==> config.mk <==
export PLATFORM = sky130hd
export DESIGN_NAME = c4_game_engine
export DESIGN_NICKNAME = d
export VERILOG_FILES = /design/src/rtl/c4_pkg.sv /design/src/rtl/c4_cursor.sv /design/src/rtl/c4_game_engine.sv
export SDC_FILE = /design/constraint.sdc
export NUM_CORES = 1
export LEC_CHECK = 0
export CELL_PAD_IN_SITES_DETAIL_PLACEMENT = 2
export CELL_PAD_IN_SITES_GLOBAL_PLACEMENT = 2
export CORE_MARGIN = 10
export CORE_UTILIZATION = 36
export CTS_CLUSTER_SIZE = 24
export DETAILED_ROUTE_END_ITERATION = 10
export PLACE_DENSITY_LB_ADDON = 0.25
export SYNTH_ARGS = -nofsm -noshare
export SYNTH_HDL_FRONTEND = slang
export SYNTH_HIERARCHICAL = 1
export SYNTH_SLANG_ARGS = --single-unit
==> constraint.sdc <==
create_clock -name CLOCK_50 -period 3.95 [get_ports CLOCK_50]
set_input_delay 0.395 -clock CLOCK_50 [delete_from_list [all_inputs] [get_ports CLOCK_50]]
set_output_delay 0.395 -clock CLOCK_50 [all_outputs]
set_load 0.02 [all_outputs]
==> src/rtl/c4_pkg.sv <==
// rtl/c4_pkg.sv - cell/state encodings and scan direction table for the connect-four engine
package c4_pkg;

    typedef enum logic [1:0] {
        CELL_EMPTY = 2'b00,
        CELL_P1    = 2'b01,
        CELL_P2    = 2'b10
    } cell_t;

    typedef enum logic [2:0] {
        ST_IDLE,
        ST_TURN,
        ST_DROP,
        ST_SCAN,
        ST_OVER
    } state_t;

    localparam int NUM_DIRS = 4;

    // Row/column step per direction: horizontal, vertical, diagonal, anti-diagonal
    localparam logic signed [1:0] DIR_DROW [NUM_DIRS] = '{2'sd0, 2'sd1, 2'sd1, 2'sd1};
    localparam logic signed [1:0] DIR_DCOL [NUM_DIRS] = '{2'sd1, 2'sd0, 2'sd1, -2'sd1};

    function automatic cell_t other_player(input cell_t p);
        return (p == CELL_P1) ? CELL_P2 : CELL_P1;
    endfunction

endpackage

==> src/rtl/c4_cursor.sv <==
// rtl/c4_cursor.sv - saturating column cursor; C4_AUTOREPEAT_EN turns left/right into held levels
// with one extra step per REPEAT_TICKS tick pulses.
module c4_cursor
    import c4_pkg::*;
#(
    parameter int COLS         = 7,
    parameter int REPEAT_TICKS = 3
) (
    input  logic                     CLOCK_50,
    input  logic                     Resetn,
    input  logic                     i_clear,
    input  logic                     i_enable,
    input  logic                     i_left,
    input  logic                     i_right,
    input  logic                     i_tick,
    output logic [$clog2(COLS)-1:0]  o_col
);

    localparam int CW = $clog2(COLS);
    localparam logic [CW-1:0] COL_HOME = CW'(COLS / 2);
    localparam logic [CW-1:0] COL_MAX  = CW'(COLS - 1);

    logic [CW-1:0] r_col;
    logic          r_left_q;
    logic          r_right_q;
    logic          w_left_rise;
    logic          w_right_rise;
    logic          w_go_left;
    logic          w_go_right;
    logic          w_step_left;
    logic          w_step_right;

    assign w_left_rise  = i_left  & ~r_left_q;
    assign w_right_rise = i_right & ~r_right_q;
    // Both directions held at once cancel out
    assign w_go_left    = i_left  & ~i_right;
    assign w_go_right   = i_right & ~i_left;

`ifdef C4_AUTOREPEAT_EN
    localparam int TW = (REPEAT_TICKS > 1) ? $clog2(REPEAT_TICKS) : 1;
    localparam logic [TW-1:0] TICK_LAST = TW'(REPEAT_TICKS - 1);

    logic [TW-1:0] r_tick_cnt;
    logic          w_repeat;

    assign w_repeat = i_tick && (r_tick_cnt == TICK_LAST) && !w_left_rise && !w_right_rise;

    always_ff @(posedge CLOCK_50 or negedge Resetn) begin
        if (!Resetn) begin
            r_tick_cnt <= '0;
        end else if (!(w_go_left || w_go_right) || w_left_rise || w_right_rise) begin
            r_tick_cnt <= '0;
        end else if (i_tick) begin
            r_tick_cnt <= (r_tick_cnt == TICK_LAST) ? '0 : r_tick_cnt + TW'(1);
        end
    end

    assign w_step_left  = w_go_left  & (w_left_rise  | w_repeat);
    assign w_step_right = w_go_right & (w_right_rise | w_repeat);
`else
    logic w_tick_unused;
    assign w_tick_unused = i_tick & (REPEAT_TICKS != 0);

    assign w_step_left  = w_go_left  & w_left_rise;
    assign w_step_right = w_go_right & w_right_rise;
`endif

    always_ff @(posedge CLOCK_50 or negedge Resetn) begin
        if (!Resetn) begin
            r_col     <= COL_HOME;
            r_left_q  <= 1'b0;
            r_right_q <= 1'b0;
        end else begin
            r_left_q  <= i_left;
            r_right_q <= i_right;
            if (i_clear) begin
                r_col <= COL_HOME;
            end else if (i_enable) begin
                if (w_step_left && (r_col != '0)) begin
                    r_col <= r_col - CW'(1);
                end else if (w_step_right && (r_col != COL_MAX)) begin
                    r_col <= r_col + CW'(1);
                end
            end
        end
    end

    assign o_col = r_col;

endmodule

==> src/rtl/c4_game_engine.sv <==
// rtl/c4_game_engine.sv - connect-four board, turn FSM and win/draw scanner (option: C4_AUTOREPEAT_EN)
module c4_game_engine
    import c4_pkg::*;
#(
    parameter int ROWS         = 6,
    parameter int COLS         = 7,
    parameter int WIN_LEN      = 4,
    parameter int REPEAT_TICKS = 3
) (
    input  logic                     CLOCK_50,
    input  logic                     Resetn,
    input  logic                     start,
    input  logic                     left,
    input  logic                     right,
    input  logic                     place,
    input  logic                     tick,
    input  logic [$clog2(ROWS)-1:0]  rd_row,
    input  logic [$clog2(COLS)-1:0]  rd_col,
    output logic [1:0]               rd_cell,
    output logic [$clog2(COLS)-1:0]  cur_col,
    output logic [1:0]               turn,
    output logic                     busy,
    output logic                     bad_move,
    output logic [1:0]               winner,
    output logic                     draw
);

    localparam int RW = $clog2(ROWS);
    localparam int CW = $clog2(COLS);
    localparam int FW = $clog2(ROWS + 1);
    localparam logic signed [5:0] ROWS_S = 6'(ROWS);
    localparam logic signed [5:0] COLS_S = 6'(COLS);
    localparam logic [3:0]        RUN_LAST  = 4'(WIN_LEN - 1);
    localparam logic [FW-1:0]     FILL_FULL = FW'(ROWS);

    state_t              r_state;
    state_t              w_next;
    logic [1:0]          r_board [ROWS][COLS];
    logic [FW-1:0]       r_fill  [COLS];
    cell_t               r_turn;
    logic [1:0]          r_winner;
    logic                r_draw;
    logic                r_bad_move;
    logic [RW-1:0]       r_prow;
    logic [CW-1:0]       r_pcol;
    logic [1:0]          r_dir;
    logic                r_sense;
    logic [3:0]          r_run;
    logic signed [5:0]   r_sr;
    logic signed [5:0]   r_sc;

    logic                w_busy;
    logic                w_start_ok;
    logic                w_in_turn;
    logic                w_col_full;
    logic                w_place_ok;
    logic                w_bad_place;
    logic                w_cursor_en;
    logic                w_all_full;
    logic signed [5:0]   w_dr;
    logic signed [5:0]   w_dc;
    logic signed [5:0]   w_nr;
    logic signed [5:0]   w_nc;
    logic                w_in_range;
    logic [1:0]          w_ncell;
    logic                w_match;
    logic                w_win;
    logic                w_scan_end;

    c4_cursor #(
        .COLS         (COLS),
        .REPEAT_TICKS (REPEAT_TICKS)
    ) u_cursor (
        .CLOCK_50 (CLOCK_50),
        .Resetn   (Resetn),
        .i_clear  (w_start_ok),
        .i_enable (w_cursor_en),
        .i_left   (left),
        .i_right  (right),
        .i_tick   (tick),
        .o_col    (cur_col)
    );

    always_ff @(posedge CLOCK_50 or negedge Resetn) begin
        if (!Resetn) r_state <= ST_IDLE;
        else         r_state <= w_next;
    end

    always_comb begin
        w_next = r_state;
        case (r_state)
            ST_IDLE: if (start) w_next = ST_TURN;
            ST_TURN: if (place && !w_col_full) w_next = ST_DROP;
            ST_DROP: w_next = ST_SCAN;
            ST_SCAN: begin
                if (w_win || (w_scan_end && w_all_full)) w_next = ST_OVER;
                else if (w_scan_end)                     w_next = ST_TURN;
            end
            ST_OVER: if (start) w_next = ST_TURN;
            default: w_next = ST_IDLE;
        endcase
    end

    always_comb begin
        w_busy      = (r_state == ST_DROP) || (r_state == ST_SCAN);
        w_start_ok  = start && ((r_state == ST_IDLE) || (r_state == ST_OVER));
        w_in_turn   = (r_state == ST_TURN);
        w_place_ok  = w_in_turn && place && !w_col_full;
        w_bad_place = w_in_turn && place && w_col_full;
        w_cursor_en = w_in_turn && !place;
    end

    assign w_col_full = (r_fill[cur_col] == FILL_FULL);

    always_comb begin
        w_all_full = 1'b1;
        for (int c = 0; c < COLS; c++) begin
            if (r_fill[c] != FILL_FULL) w_all_full = 1'b0;
        end
    end

    // One scan step: look at the neighbour of the walk head in the current direction/sense
    always_comb begin
        w_dr = {{4{DIR_DROW[r_dir][1]}}, DIR_DROW[r_dir]};
        w_dc = {{4{DIR_DCOL[r_dir][1]}}, DIR_DCOL[r_dir]};
        if (r_sense) begin
            w_dr = -w_dr;
            w_dc = -w_dc;
        end
        w_nr       = r_sr + w_dr;
        w_nc       = r_sc + w_dc;
        w_in_range = (w_nr >= 6'sd0) && (w_nr < ROWS_S) && (w_nc >= 6'sd0) && (w_nc < COLS_S);
        w_ncell    = w_in_range ? r_board[w_nr[RW-1:0]][w_nc[CW-1:0]] : 2'b00;
        w_match    = w_in_range && (w_ncell == r_turn);
        w_win      = (r_state == ST_SCAN) && w_match && (r_run == RUN_LAST);
        w_scan_end = (r_state == ST_SCAN) && !w_match && r_sense && (r_dir == 2'd3);
    end

    always_ff @(posedge CLOCK_50 or negedge Resetn) begin
        if (!Resetn) begin
            for (int r = 0; r < ROWS; r++) begin
                for (int c = 0; c < COLS; c++) r_board[r][c] <= 2'b00;
            end
            for (int c = 0; c < COLS; c++) r_fill[c] <= '0;
            r_turn     <= CELL_EMPTY;
            r_winner   <= 2'b00;
            r_draw     <= 1'b0;
            r_bad_move <= 1'b0;
            r_prow     <= '0;
            r_pcol     <= '0;
            r_dir      <= 2'd0;
            r_sense    <= 1'b0;
            r_run      <= 4'd0;
            r_sr       <= 6'sd0;
            r_sc       <= 6'sd0;
        end else begin
            r_bad_move <= w_bad_place;
            if (w_start_ok) begin
                for (int r = 0; r < ROWS; r++) begin
                    for (int c = 0; c < COLS; c++) r_board[r][c] <= 2'b00;
                end
                for (int c = 0; c < COLS; c++) r_fill[c] <= '0;
                r_turn   <= CELL_P1;
                r_winner <= 2'b00;
                r_draw   <= 1'b0;
            end
            if (w_place_ok) r_pcol <= cur_col;
            if (r_state == ST_DROP) begin
                r_board[r_fill[r_pcol][RW-1:0]][r_pcol] <= r_turn;
                r_fill[r_pcol] <= r_fill[r_pcol] + FW'(1);
                r_prow  <= r_fill[r_pcol][RW-1:0];
                r_sr    <= 6'(r_fill[r_pcol]);
                r_sc    <= 6'(r_pcol);
                r_dir   <= 2'd0;
                r_sense <= 1'b0;
                r_run   <= 4'd1;
            end
            if (r_state == ST_SCAN) begin
                if (w_match) begin
                    r_sr  <= w_nr;
                    r_sc  <= w_nc;
                    r_run <= r_run + 4'd1;
                end else if (!r_sense) begin
                    r_sense <= 1'b1;
                    r_sr    <= 6'(r_prow);
                    r_sc    <= 6'(r_pcol);
                end else begin
                    r_sense <= 1'b0;
                    r_dir   <= r_dir + 2'd1;
                    r_run   <= 4'd1;
                    r_sr    <= 6'(r_prow);
                    r_sc    <= 6'(r_pcol);
                end
                if (w_win) begin
                    r_winner <= r_turn;
                end else if (w_scan_end) begin
                    if (w_all_full) r_draw <= 1'b1;
                    else            r_turn <= other_player(r_turn);
                end
            end
        end
    end

    assign rd_cell  = ((int'(rd_row) < ROWS) && (int'(rd_col) < COLS)) ? r_board[rd_row][rd_col] : 2'b00;
    assign turn     = r_turn;
    assign busy     = w_busy;
    assign bad_move = r_bad_move;
    assign winner   = r_winner;
    assign draw     = r_draw;

endmodule

==> results.toml <==
[detailed_routing]
avgViaCountPerCell = 5.86
dr.first_iter.drc_count = 767
num_vias = 7732
first_pass_iters = 5
drtAntennaViolNets = 0
drcViolationCount = 0
wl_per_cell_um = 24.0
drt-total-wl_mm = 31.7

[placed_design]
gp_congestion = 0.783
dp_slack_ps = -225
io_buffers = 23
place_inst = 1283
post-dp-hpwl_mm = 21.8

[pwr]
pwr-share-seq_pct = 25.9
p_total_mw = 10.4
power.leakage_nw = 4.24
p_per_area_nw_per_um2 = 1010
comb_power_share_pct = 58.8
p_switching_mw = 4.77
p_int_mw = 5.58
swShare_pct = 46.1
clkPwrFrac_pct = 15.3
peakVddDrop_mv = 0.430

[sta]
max_freq_mhz = 261
final_hold_viol_count = 0
finalCriticalPeriod_ps = 3840
hold_slack_ps = 468
slew_headroom_pct = 46.4
slew_violations = 0
fin_ws_ps = 113
finalCritPeriodShare_pct = 97.1
finalSetupViolations = 0
finalClockSkew_ps = 11.9
worst_slew_pin_slew_ps = 804

[logic_synthesis]
synth_top_area_share_pct = 41.5
synth_warnings = 6
synth_cells = 930
syn_avg_cell_area_um2 = 9.20
syn-num-nets = 957
synth_flop_cell = "dfrtp_1"
synth_top_area_cell = "dfrtp_1"
synthArstFlopShare_pct = 100
synth-edff-count = 0
synth_top_cells_by_area = "dfrtp_1 42%, mux4_2 7.9%, o21ai_0 7.2%"
syn-cell-area_um2 = 8550
yosysSeqAreaShare_pct = 42.2
ys_ff_latch = 144
ys_types = 81

[clock_tree]
cts_tree = "built"
cts_buffers = 17
cts-htree-levels = 4
clock_sinks = 144
clk_pin_slew_ps = 70
clockRootBuffer = "clkbuf_16"
clk_latency_ps = 430
clock_path_buffers = 2

[critical_path]
r2r_start = "r_dir[0]$_DFF_PN0_"
crit_chain = "inv_2 -> ha_4 -> inv_1 -> ha_2 -> ha_4 -> buf_12 -> buf_12 -> mux4_2 -> mux2i_1 -> nor2_1 -> nor4_1 -> a211oi_2 -> buf_4 -> buf_4 -> xnor2_2 -> buf_4 -> nand4_1 -> a31oi_1"
arrival_ps = 4180
r2r_cells = 18
r2r_setup_slack_ps = 110
r2r_end = "r_sc[1]$_DFFE_PN0P_"
slowest_delay_ps = 480
critPathSlowestCell = "mux4_2"
worst_setup_path_start_kind = "flip-flop"
critPathMaxFanout = 10
criticalPathCategory = "reg -> reg"
cp-end-kind = "flip-flop"
worstPathRequired_ps = 4290
cpMostUsedCell = "buf_4"

[floorplan]
start_util_pct = 36.6
die-height_um = 174
core_um2 = 23400
io-pin-count = 25
dieArea_um2 = 30300
fp-row-count = 56
fp.dieW_um = 174

[grt]
antenna_found_initial = 0
grt_pass1_vias = 8563
grt-ovfl-total = 0
grt_pass1_wl_mm = 50.4
grt_use_total_pct = 21.0
grt_max_degree = 66

[final_layout]
antenna_cells = 0
drive_above_1_share_pct = 18.1
synthToLayoutAreaGrowth_pct = 19.8
final_common_cell = "nand2_1"
mostFrequentLayoutCells = "143 x nand2_1, 142 x dfrtp_1, 123 x o21ai_0, 78 x nand3_1, 74 x nor2_1"
nNetsFinal = 1014
final_cells = 1319

[hold_path]
hold_end = "u_cursor/r_right_q$_DFF_PN0_"
min_from = "right"
hp-class = "in -> reg"
hold_depth = 1

[status]
outcome = "completed"

[flow_run]
maxCapViolCount = 0
==> power groups by stage <==
| stage | logic [mW] | clock network, mW | registers [mW] |
|---|---|---|---|
| floorplan | 3.39 | 0 | 2.38 |
| global placement | 5.37 | 0 | 2.62 |
| detailed placement | 5.55 | 0 | 2.66 |
| CTS | 5.77 | 1.61 | 2.66 |
| global route | 6.57 | 1.68 | 2.76 |
| finish | 6.09 | 1.58 | 2.68 |
==> what timing repair did <==
action                     CTS  global route
hold buffers                 1             0
pin swaps                    1             5
gates cloned                 0             0
setup endpoints to repair   21            21
resized for setup            9            17
setup buffers                0             3
hold endpoints to repair    52             0
==> final cells by class <==
class,instances,area [um2]
fill,2558,13200
tap,319,399
clock buffer,19,453
multi-input combinational,703,4750
sequential,144,3610
inverter,28,105
clock inverter,13,111
timing repair buffer,93,821
==> how the worst max path moves through the flow <==
stage | depth (start not counted) | slack [ps] | from | to
2_1_floorplan | 15 | 110 | r_dir[0]$_DFF_PN0_ | turn[1]$_DFF_PN0_
3_3_place_gp | 15 | -30 | r_dir[0]$_DFF_PN0_ | r_sr[0]$_DFFE_PN0P_
3_5_place_dp | 17 | -220 | r_dir[1]$_DFF_PN0_ | r_run[2]$_DFF_PN0_
4_1_cts | 17 | 2 | r_dir[0]$_DFF_PN0_ | r_run[3]$_DFF_PN0_
5_1_grt | 16 | -50 | r_dir[0]$_DFF_PN0_ | r_sc[1]$_DFFE_PN0P_
6_report | 18 | 110 | r_dir[0]$_DFF_PN0_ | r_sc[1]$_DFFE_PN0P_
==> cell families (layout without fill, tap and decap cells) <==
logic type | Yosys count | count (layout) | synth area share, %
compound gates | 221 | 221 | 16.0
xor+xnor | 14 | 14 | 1.70
fa+ha+maj | 14 | 14 | 2.22
buf+inv | 83 | 153 | 3.86
flops | 144 | 144 | 42.2
mux | 61 | 61 | 11.9
simple gates | 393 | 393 | 22.2
==> registers in the layout, summed over array words and instances, names as in the netlist <==
signal              cells
draw                    1
turn                    2
r_prow                  3
r_fill                 21
r_sr                    6
r_board                84
u_cursor/r_right_q      1
r_pcol                  3
r_sense                 1
winner                  2
bad_move                1
u_cursor/r_left_q       1
r_sc                    6
r_state                 3
u_cursor/o_col          3
r_run                   4
r_dir                   2
==> synth_stat cells (all sizes together), types with 13 or more instances <==
master and n:
o22ai 17, nor2 75, clkbuf 42, mux2i 21, buf 13, inv 26, o21ai 125, mux4 30
dfrtp 142, nand3 79, nand2 144
==> per-stage QoR <==
| stage | TNS [ps] | cell area [um2] | utilization, % |
|---|---|---|---|
| finish | 0 | 10200 | 43.8 |
| global route | -394 | 10200 | 43.8 |
| CTS | 0 | 10100 | 43.3 |
| detailed placement | -2470 | 9510 | 40.6 |
| global placement | -80.3 | 9510 | 40.6 |
| floorplan | 0 | 8550 | - |
==> critical path: cells and delay by family (launching register included) <==
kind / cells / cell delay [ps]
flip-flops: 1 / 390
adder cells (fa/ha/maj): 3 / 630
AND/OR/NAND/NOR: 3 / 500
buffers and inverters: 7 / 930
AO/OA/AOI/OAI: 2 / 300
multiplexers: 2 / 710
XOR/XNOR: 1 / 290
==> metal layers <==
metal,global-route usage (%),vias to the layer above,share of wire [%],wire (um)
li1,-,3491,-,-
met1,27.7,4091,46,14700
met2,35.0,117,49,15700
met3,3.23,33,2.8,898
met4,5.59,0,1.5,466
met5,0,-,0,0
Power figures use the tool's default switching activity.
